## config.mk

```make
export PLATFORM = sky130hd
export DESIGN_NAME = fb_draw_engine_flat
export DESIGN_NICKNAME = d
export VERILOG_FILES = /design/src/rtl/fb_draw_engine_if.sv /design/src/rtl/fb_draw_engine.sv /design/src/flat_wrapper.sv
export SDC_FILE = /design/constraint.sdc
export NUM_CORES = 1
export LEC_CHECK = 0
export CAP_MARGIN = 20
export CORE_ASPECT_RATIO = 1.2
export CORE_MARGIN = 3
export CORE_UTILIZATION = 35
export CTS_BUF_LIST = sky130_fd_sc_hd__clkbuf_8
export CTS_CLUSTER_DIAMETER = 60
export CTS_CLUSTER_SIZE = 12
export DETAILED_ROUTE_END_ITERATION = 10
export DONT_BUFFER_PORTS = 1
export PLACE_DENSITY = 0.56
export RECOVER_POWER = 25
export SLEW_MARGIN = 20
export SYNTH_ARGS = -nofsm -noshare
export SYNTH_HDL_FRONTEND = slang
export SYNTH_SLANG_ARGS = --single-unit
```

## constraint.sdc

```tcl
create_clock -name clk -period 3.5 [get_ports clk]
set_input_delay 0.7 -clock clk [delete_from_list [all_inputs] [get_ports clk]]
set_output_delay 0.7 -clock clk [all_outputs]
set_load 0.01 [all_outputs]
```

## src/rtl/fb_draw_engine_if.sv

```systemverilog
// rtl/fb_draw_engine_if.sv - command and back-buffer write bundle for the draw engine
// master = command source / framebuffer side, slave = draw engine.
interface fb_draw_engine_if #(
  parameter int RES_X      = 320,
  parameter int RES_Y      = 240,
  parameter int MEM_WIDTH  = 8,
  parameter int ADDR_WIDTH = $clog2(RES_X*RES_Y),
  parameter int X_BITS     = $clog2(RES_X),
  parameter int Y_BITS     = $clog2(RES_Y)
);
  logic                  cmd_valid;
  logic                  cmd_ready;
  logic [1:0]            cmd_op;
  logic [X_BITS-1:0]     cmd_x0;
  logic [Y_BITS-1:0]     cmd_y0;
  logic [X_BITS-1:0]     cmd_x1;
  logic [Y_BITS-1:0]     cmd_y1;
  logic [MEM_WIDTH-1:0]  cmd_color;
  logic                  frame_start;
  logic [ADDR_WIDTH-1:0] mem_addr;
  logic [MEM_WIDTH-1:0]  din;
  logic                  wen;
  logic                  swap_buf;
  logic                  busy;

  modport master (
    output cmd_valid, cmd_op, cmd_x0, cmd_y0, cmd_x1, cmd_y1, cmd_color, frame_start,
    input  cmd_ready, mem_addr, din, wen, swap_buf, busy
  );

  modport slave (
    input  cmd_valid, cmd_op, cmd_x0, cmd_y0, cmd_x1, cmd_y1, cmd_color, frame_start,
    output cmd_ready, mem_addr, din, wen, swap_buf, busy
  );
endinterface

```

## src/rtl/fb_draw_engine.sv

```systemverilog
// rtl/fb_draw_engine.sv - command-driven rectangle/clear/swap writer for a double-buffered framebuffer
// One pixel per clock in raster order; swaps block until the display reports a new frame.
module fb_draw_engine #(
  parameter int RES_X      = 320,
  parameter int RES_Y      = 240,
  parameter int MEM_WIDTH  = 8,
  parameter int ADDR_WIDTH = $clog2(RES_X*RES_Y),
  parameter int X_BITS     = $clog2(RES_X),
  parameter int Y_BITS     = $clog2(RES_Y)
) (
  input  logic           clk,
  input  logic           rst,
  fb_draw_engine_if.slave bus
);

  typedef enum logic [1:0] {IDLE, FILL, SWAP_PULSE, WAIT_FRAME} state_t;

  localparam logic [1:0] OP_FILL  = 2'd0;
  localparam logic [1:0] OP_CLEAR = 2'd1;
  localparam logic [1:0] OP_SWAP  = 2'd2;

  localparam logic [X_BITS-1:0]     X_MAX    = X_BITS'(RES_X - 1);
  localparam logic [Y_BITS-1:0]     Y_MAX    = Y_BITS'(RES_Y - 1);
  localparam logic [ADDR_WIDTH-1:0] ROW_STEP = ADDR_WIDTH'(RES_X);

  state_t                state_q, state_d;
  logic [X_BITS-1:0]     x_q, x_d, x0_q, x0_d, x1_q, x1_d;
  logic [Y_BITS-1:0]     y_q, y_d, y1_q, y1_d;
  logic [ADDR_WIDTH-1:0] row_base_q, row_base_d;
  logic [ADDR_WIDTH-1:0] addr_q, addr_d;
  logic [MEM_WIDTH-1:0]  din_q, din_d;
  logic                  wen_q, wen_d;
  logic                  swap_q, swap_d;
  logic                  ready_q, ready_d;
  logic                  busy_q, busy_d;

  logic                  accept;
  logic                  is_clear;
  logic [X_BITS-1:0]     sx0, sx1;
  logic [Y_BITS-1:0]     sy0, sy1;
  logic                  empty;
  logic [ADDR_WIDTH-1:0] start_addr;

  assign accept   = bus.cmd_valid && ready_q;
  assign is_clear = (bus.cmd_op == OP_CLEAR);

  // Clamp to the visible area; CLEAR is just a full-screen fill.
  assign sx0 = is_clear ? '0    : ((bus.cmd_x0 > X_MAX) ? X_MAX : bus.cmd_x0);
  assign sx1 = is_clear ? X_MAX : ((bus.cmd_x1 > X_MAX) ? X_MAX : bus.cmd_x1);
  assign sy0 = is_clear ? '0    : ((bus.cmd_y0 > Y_MAX) ? Y_MAX : bus.cmd_y0);
  assign sy1 = is_clear ? Y_MAX : ((bus.cmd_y1 > Y_MAX) ? Y_MAX : bus.cmd_y1);
  assign empty = (sx0 > sx1) || (sy0 > sy1);

  // Constant multiply only at accept; the per-pixel path just adds.
  assign start_addr = ADDR_WIDTH'(sy0) * ROW_STEP + ADDR_WIDTH'(sx0);

  always_comb begin
    state_d    = state_q;
    x_d        = x_q;
    y_d        = y_q;
    x0_d       = x0_q;
    x1_d       = x1_q;
    y1_d       = y1_q;
    row_base_d = row_base_q;
    addr_d     = addr_q;
    din_d      = din_q;
    wen_d      = 1'b0;
    swap_d     = 1'b0;

    case (state_q)
      IDLE: begin
        if (accept) begin
          if ((bus.cmd_op == OP_FILL || is_clear) && !empty) begin
            state_d    = FILL;
            wen_d      = 1'b1;
            addr_d     = start_addr;
            row_base_d = start_addr;
            din_d      = bus.cmd_color;
            x_d        = sx0;
            y_d        = sy0;
            x0_d       = sx0;
            x1_d       = sx1;
            y1_d       = sy1;
          end else if (bus.cmd_op == OP_SWAP) begin
            state_d = SWAP_PULSE;
            swap_d  = 1'b1;
          end
        end
      end
      FILL: begin
        if (x_q == x1_q && y_q == y1_q) begin
          state_d = IDLE;
        end else if (x_q == x1_q) begin
          wen_d      = 1'b1;
          x_d        = x0_q;
          y_d        = y_q + 1'b1;
          row_base_d = row_base_q + ROW_STEP;
          addr_d     = row_base_q + ROW_STEP;
        end else begin
          wen_d  = 1'b1;
          x_d    = x_q + 1'b1;
          addr_d = addr_q + 1'b1;
        end
      end
      SWAP_PULSE: state_d = WAIT_FRAME;
      WAIT_FRAME: begin
        // A strobe during the pulse cycle is never seen here, so it is ignored.
        if (bus.frame_start) state_d = IDLE;
      end
      default: state_d = IDLE;
    endcase

    ready_d = (state_d == IDLE) && !accept;
    busy_d  = (state_d != IDLE);
  end

  always_ff @(posedge clk) begin
    if (rst) begin
      state_q    <= IDLE;
      x_q        <= '0;
      y_q        <= '0;
      x0_q       <= '0;
      x1_q       <= '0;
      y1_q       <= '0;
      row_base_q <= '0;
      addr_q     <= '0;
      din_q      <= '0;
      wen_q      <= 1'b0;
      swap_q     <= 1'b0;
      ready_q    <= 1'b0;
      busy_q     <= 1'b0;
    end else begin
      state_q    <= state_d;
      x_q        <= x_d;
      y_q        <= y_d;
      x0_q       <= x0_d;
      x1_q       <= x1_d;
      y1_q       <= y1_d;
      row_base_q <= row_base_d;
      addr_q     <= addr_d;
      din_q      <= din_d;
      wen_q      <= wen_d;
      swap_q     <= swap_d;
      ready_q    <= ready_d;
      busy_q     <= busy_d;
    end
  end

  assign bus.cmd_ready = ready_q;
  assign bus.mem_addr  = addr_q;
  assign bus.din       = din_q;
  assign bus.wen       = wen_q;
  assign bus.swap_buf  = swap_q;
  assign bus.busy      = busy_q;

endmodule

```

## src/flat_wrapper.sv

```systemverilog
// flat-port wrapper written by rule: the top's interface ports become plain ports
module fb_draw_engine_flat 
#(
  parameter int RES_X      = 320,
  parameter int RES_Y      = 240,
  parameter int MEM_WIDTH  = 8,
  parameter int ADDR_WIDTH = $clog2(RES_X*RES_Y),
  parameter int X_BITS     = $clog2(RES_X),
  parameter int Y_BITS     = $clog2(RES_Y)
)
  (clk, rst, bus_cmd_valid, bus_cmd_op, bus_cmd_x0, bus_cmd_y0, bus_cmd_x1, bus_cmd_y1, bus_cmd_color, bus_frame_start, bus_cmd_ready, bus_mem_addr, bus_din, bus_wen, bus_swap_buf, bus_busy);
  fb_draw_engine_if #(.RES_X(RES_X), .RES_Y(RES_Y), .MEM_WIDTH(MEM_WIDTH), .ADDR_WIDTH(ADDR_WIDTH), .X_BITS(X_BITS), .Y_BITS(Y_BITS)) bus_i ();
  input  logic clk;
  input  logic rst;
  input wire logic [$bits(bus_i.cmd_valid)-1:0] bus_cmd_valid;
  input wire logic [$bits(bus_i.cmd_op)-1:0] bus_cmd_op;
  input wire logic [$bits(bus_i.cmd_x0)-1:0] bus_cmd_x0;
  input wire logic [$bits(bus_i.cmd_y0)-1:0] bus_cmd_y0;
  input wire logic [$bits(bus_i.cmd_x1)-1:0] bus_cmd_x1;
  input wire logic [$bits(bus_i.cmd_y1)-1:0] bus_cmd_y1;
  input wire logic [$bits(bus_i.cmd_color)-1:0] bus_cmd_color;
  input wire logic [$bits(bus_i.frame_start)-1:0] bus_frame_start;
  output wire logic [$bits(bus_i.cmd_ready)-1:0] bus_cmd_ready;
  output wire logic [$bits(bus_i.mem_addr)-1:0] bus_mem_addr;
  output wire logic [$bits(bus_i.din)-1:0] bus_din;
  output wire logic [$bits(bus_i.wen)-1:0] bus_wen;
  output wire logic [$bits(bus_i.swap_buf)-1:0] bus_swap_buf;
  output wire logic [$bits(bus_i.busy)-1:0] bus_busy;
  assign bus_i.cmd_valid = bus_cmd_valid;
  assign bus_i.cmd_op = bus_cmd_op;
  assign bus_i.cmd_x0 = bus_cmd_x0;
  assign bus_i.cmd_y0 = bus_cmd_y0;
  assign bus_i.cmd_x1 = bus_cmd_x1;
  assign bus_i.cmd_y1 = bus_cmd_y1;
  assign bus_i.cmd_color = bus_cmd_color;
  assign bus_i.frame_start = bus_frame_start;
  assign bus_cmd_ready = bus_i.cmd_ready;
  assign bus_mem_addr = bus_i.mem_addr;
  assign bus_din = bus_i.din;
  assign bus_wen = bus_i.wen;
  assign bus_swap_buf = bus_i.swap_buf;
  assign bus_busy = bus_i.busy;
  fb_draw_engine #(.RES_X(RES_X), .RES_Y(RES_Y), .MEM_WIDTH(MEM_WIDTH), .ADDR_WIDTH(ADDR_WIDTH), .X_BITS(X_BITS), .Y_BITS(Y_BITS)) u_core (.clk(clk), .rst(rst), .bus(bus_i));
endmodule
```

## Yosys cells after proc, flatten, opt, wreduce, memory -nomap -nowiden

Cells that the tools add are included.

- Add/subtract/negate cells: 5
- Multipliers: 1
- Order comparisons: 6
- Equal/unequal tests: 11
- Multiplexer cells: 37
- Bitwise operators: 2
- Reduce and logical (&&, ||, !) cells: 17

Operators by type and width:

| operator | number |
|---|---|
| $mux 17 | 6 |
| $mux 9 | 8 |
| $pmux 17 s2 | 2 |
| $mux 8 | 8 |
| $gt 9x9->1 const B | 2 |
| $pmux 9 s2 | 1 |
| $add 17x1->17 const B | 1 |
| $add 17x9->17 | 1 |
| $add 17x9->17 const B | 1 |
| $gt 8x8->1 const B | 2 |
| $pmux 8 s2 | 1 |
| $mul 8x3->11 const B | 1 |
| $mux 2 | 5 |
| $add 9x1->9 const B | 1 |
| $eq 9x9->1 | 1 |
| $gt 9x9->1 | 1 |
| $add 8x1->8 const B | 1 |
| $eq 8x8->1 | 1 |
| $gt 8x8->1 | 1 |
| $pmux 2 s4 | 1 |
| $eq 2x2->1 const B | 3 |
| $logic_not 2->1 | 3 |
| $ne 2x1->1 const B | 3 |
| $reduce_and 5->1 | 1 |
| other kinds (12) | 23 |

- Register bits after elaboration: 91
- Input bits: 48

## Depth between registers and ports, before layout

- Depth after elaboration: 12
- Gate-level depth with buffers: 15

## Worst setup path after synthesis

OpenSTA, ideal clock, no wires.

- Kind: input -> register
- Start: input bus_cmd_y0[5]
- End: register u_core.row_base_q[15]
- Data arrival time: 3.545 ns
- Data required time: 3.414 ns
- Path slack: -0.131 ns
- Stages on the path: 14
- Path buffers: 0
- Path through: and4_1 -> o21ai_0 -> inv_1 -> ha_1 -> ha_1 -> inv_1 -> fa_1 -> nand2b_1 -> a21oi_1 -> nor4_1 -> a311oi_1 -> nor4b_1 -> a2111oi_0 -> a211oi_1

- Word-level cells in the longest chain between the ends: 9
- Elaborated cells on any way between the ends: 14
- Classes of those cells: 1 x add/sub; 1 x mul; 2 x order compare; 1 x eq/ne; 5 x mux; 4 x reduce/logical

RTL lines:

| what | line | RTL |
|---|---|---|
| start: declaration | flat_wrapper.sv:18 | `input wire logic [$bits(bus_i.cmd_y0)-1:0] bus_cmd_y0;` |
| $gt 8x8->1 | fb_draw_engine.sv:50 | `assign sy0 = is_clear ? '0 : ((bus.cmd_y0 > Y_MAX) ? Y_MAX : bus.cmd_y0);` |
| $mux 8 * (2 in series) | fb_draw_engine.sv:50 |  |
| parallel branches: the longest is 6 deep, another holds $add 17x9->17 | -- |  |
| end signal: assignment | fb_draw_engine.sv:139 | `row_base_q <= row_base_d;` |
| end: declaration | fb_draw_engine.sv:29 | `logic [ADDR_WIDTH-1:0] row_base_q, row_base_d;` |

Every way passes the cells marked *. The select of a mux whose other input is x is not followed.
A chain may end at the register's enable or synchronous reset.

## Worst setup path in the final report

- Start: input bus_cmd_y0[5]
- End: register u_core.addr_q[15] (netlist: u_core.bus.mem_addr[15])

- Word-level cells in the longest chain between the ends: 9
- Elaborated cells on any way between the ends: 14
- Classes of those cells: 1 x add/sub; 1 x mul; 2 x order compare; 1 x eq/ne; 5 x mux; 4 x reduce/logical

RTL lines:

| what | line | RTL |
|---|---|---|
| $gt 8x8->1 | fb_draw_engine.sv:50 |  |
| $mux 8 * (2 in series) | fb_draw_engine.sv:50 |  |
| parallel branches: the longest is 6 deep, another holds $add 17x9->17 | -- |  |
| end signal: assignment | fb_draw_engine.sv:140 | `addr_q <= addr_d;` |
| end: declaration | fb_draw_engine.sv:30 | `logic [ADDR_WIDTH-1:0] addr_q, addr_d;` |

Marks and branches as above.

==> summary.md <==
| Metric | Value |
|---|---|
| Worst-Skew Late Latency | roughly 0.38 ns |
| Vias per cell | 5.224 |
| Clk slew on worst S/H paths | roughly 0.090 ns |
| Max Cap Viol | 0 |
| YS warnings | 0 |
| CTS buffer count | 9 |
| Critical Path Source Type | input port |
| Pwr Total | 4.638 mW |
| Outcome | finished, final reports clean |
| Clock root buffer | clkbuf_8 |
| Avg WL per Cell | 15.47 um |
| CP Cell Sequence | and4_1 -> nor2_1 -> nor2_1 -> ha_1 -> ha_1 -> a21oi_1 -> nor2_1 -> or4_1 -> and2_1 -> a311oi_1 -> buf_4 -> nor3_1 -> a211oi_1 |
| Congestion Overflow GR | 0 |
| Antenna diode count | 0 |
| Slowest CP cell | or4_1 |
| Part of the cycle the worst path needs | 94.72% |
| Cell variety after synth | 58 |
| Max Root-Sink Buffers | 2 |
| Violation count after the first detailed-routing iteration | 313 |
| # setup viols final | 0 |
| Worst Path Arrival | 3.61 ns |
| Crit-path max cell delay | 0.42 ns |
| Post-synth ARST share | 0% |
| Post-synth EDFFs | 0 |
| Syn_nets | 856 |
| Final hold violations | 0 |
| Crit-path max FO | 5 |
| Fin. max-slew vios | 0 |
| Nets | roughly 910 |
| Die area | between 0.015 and 0.02 mm2 |
| Commonest non-fill, non-tap cell in the layout | nor2_1 |
| # clock sinks | 91 |
| Layout Skew | between 0.01 and 0.015 ns |
| Static Leak | 2.667 nW |
| Die W | 124.6 um |
| Setup Fix Bufs, Post-CTS | 0 |
| Accumulated negative setup slack | 0 ns |
| Required @ worst endpoint | approximately 3.8 ns |
| Max VDD drop | 0.3621 mV |
| First-pass GRT wire length | 26,700 um |
| Most frequent cells in the layout | nor2_1 (110), nand2_1 (96), dfxtp_1 (91) |
| Post-Synthesis Cells | just under 800 |
| Cell area after synthesis | 0.005903 mm2 |
| Vias in the first global route | between 5k and 6k |
| ANT nets after route | 0 |
| Storage cell area | 0.001822 mm2 |
| # DRC | 0 |
| Post-DP HPWL | 11,740 um |
| TritonRoute pass-1 iters | 4 |
| Critical Path End Type | flip-flop |
| WHS | 0.4001 ns |
| Slew @ Worst Pin | between 1 and 1.5 ns |
| CTS tree | yes |
| Main synth FF type | dfxtp_1 |
| Area Overhead vs Synth | 16.02% |
| Post-DP Area | ~0.0066 mm2 |
| Port bufs | 0 |
| Row count | 51 |
| RSZ-0062 raised after global routing | false |
| H-tree lvl count | 3 |
| I/O pin cnt | 77 |
| Largest net degree at the start of global routing | 102 |
| Post-synthesis sequential element count | 91 |
| Power density over cell area | 677.2 mW/mm2 |
| Core area | between 0.015 and 0.02 mm2 |
| Area of the multi-input gates | 0.003847 mm2 |
| Max_slew headroom | 31.97% |
| Post-Layout Inst Area | 0.006849 mm2 |
| GRT Util Overall | 17.42% |
| Fin crit period | 3.315 ns |
| Total number of vias | ~5.4k |
| Post-synthesis sequential area ratio | 30.86% |
| # fillers | approximately 1.7k |
| WS Path Type | input port to flip-flop |
| Die height | 148.3 um |
| Critical path's most frequent cell | nor2_1 |
| Starting density of the core | 36.00% |
| Syn_area_per_cell | 7.666 um2 |
| Fmax | 301.6 MHz |
| Share of cells above drive strength 1 | 14.53% |
| HP Class | input port to flip-flop |
| RD Place Congestion | 0.8720 |
| Routed WL | 16,060 um |
| Initial antenna violation count | 0 |
## Yosys cell counts, drive strengths merged, types with 6 or more instances
cell type,n,area [um2]
a21o,6,45.04
nand2,96,360.4
o211ai,10,75.07
o21a,6,45.04
inv,16,60.06
o21ai,16,83.83
ha,36,450.4
nor2b,9,56.30
xnor2,31,271.5
and2,8,52.55
buf,15,111.3
a211oi,36,270.3
nor2,111,416.7
clkbuf,28,106.4
nand4,12,75.07
dfxtp,91,1822
o32ai,11,96.34
xor2,22,192.7
a311oi,11,108.9
a21oi,70,354.1
nand3,26,130.1
nand2b,19,118.9
or2,7,43.79
nor3,31,155.2
## worst paths after layout
check | to | from | depth (start not counted) | slack [ns]
setup reg to reg | u_core.bus.mem_addr[10] | u_core.bus.cmd_ready | 8 | 1.29
setup / recovery | u_core.bus.mem_addr[15] | bus_cmd_y0[5] | 13 | 0.18
hold reg to reg | u_core.x0_q[4] | u_core.x0_q[4] | 2 | 0.46
hold / removal | u_core.state_q[0] | rst | 1 | 0.40
## area by class of cell
cell class / instances / area share, %
flip-flops and latches: 91 / 26.60
clock buffers: 9 / 1.809
well taps: 212 / 3.873
repair buffers: 83 / 9.646
inverters: 16 / 0.8769
multi-input cells: 620 / 56.17
clock inverters: 7 / 1.023
## power breakdown
group          switching (mW)  total (mW)  internal (mW)
clock network           0.414       0.745          0.331
registers               0.381        1.64           1.26
logic                    1.32        2.25          0.925
total                    2.12        4.64           2.52
## registers in the layout, indices dropped and copies added (netlist names)
name and count:
u_core.bus.mem_addr 17, u_core.y1_q 8, u_core.y_q 8, u_core.bus.busy 1
u_core.bus.cmd_ready 1, u_core.row_base_q 17, u_core.x_q 9, u_core.bus.din 8
u_core.bus.swap_buf 1, u_core.bus.wen 1, u_core.state_q 2, u_core.x1_q 9
u_core.x0_q 9
## metal layers
metal / up-vias / part of all wire (%) / GRT usage, %
met5: - / 0 / 0
li1: 2842 / - / -
met4: 0 / 1.7 / 5.757
met2: 92 / 49 / 29.79
met1: 2473 / 45 / 22.15
met3: 16 / 4.4 / 3.305
## worst max-delay path, delay by kind of cell
family / cells / cell delay, ns
fa+ha+maj: 2 / 0.63
simple gates: 7 / 1.35
buf+inv: 1 / 0.17
compound gates: 3 / 0.74
## stage by stage
stage	util, %	cells	worst slack [ns]
after floorplan	-	770	0.006018
after global placement	40.43	1022	-0.1661
after detailed placement	40.43	1022	-0.1978
after CTS	41.61	1038	0.1780
after global routing	41.76	1038	0.02695
final	41.76	1038	0.1846
## kinds of logic (layout without fill, tap and decap cells)
group | Yosys count | after routing | synth area share [%]
adders and majority gates | 38 | 38 | 8.309
buffers and inverters | 59 | 115 | 4.705
xor gates and xnor gates | 53 | 53 | 7.863
AOI/OAI and AO/OA | 183 | 183 | 20.94
muxes | 3 | 3 | 0.5087
DFF | 91 | 91 | 30.86
and+or+nand+nor | 343 | 343 | 26.81
## repair_timing
item                                   4_1_cts  5_1_grt
hold buffers                                 0        0
endpoints found under the hold margin        0        0
setup endpoints to repair                    0       13
gates resized for setup                      0        4
(Power assumes the default switching activity.)
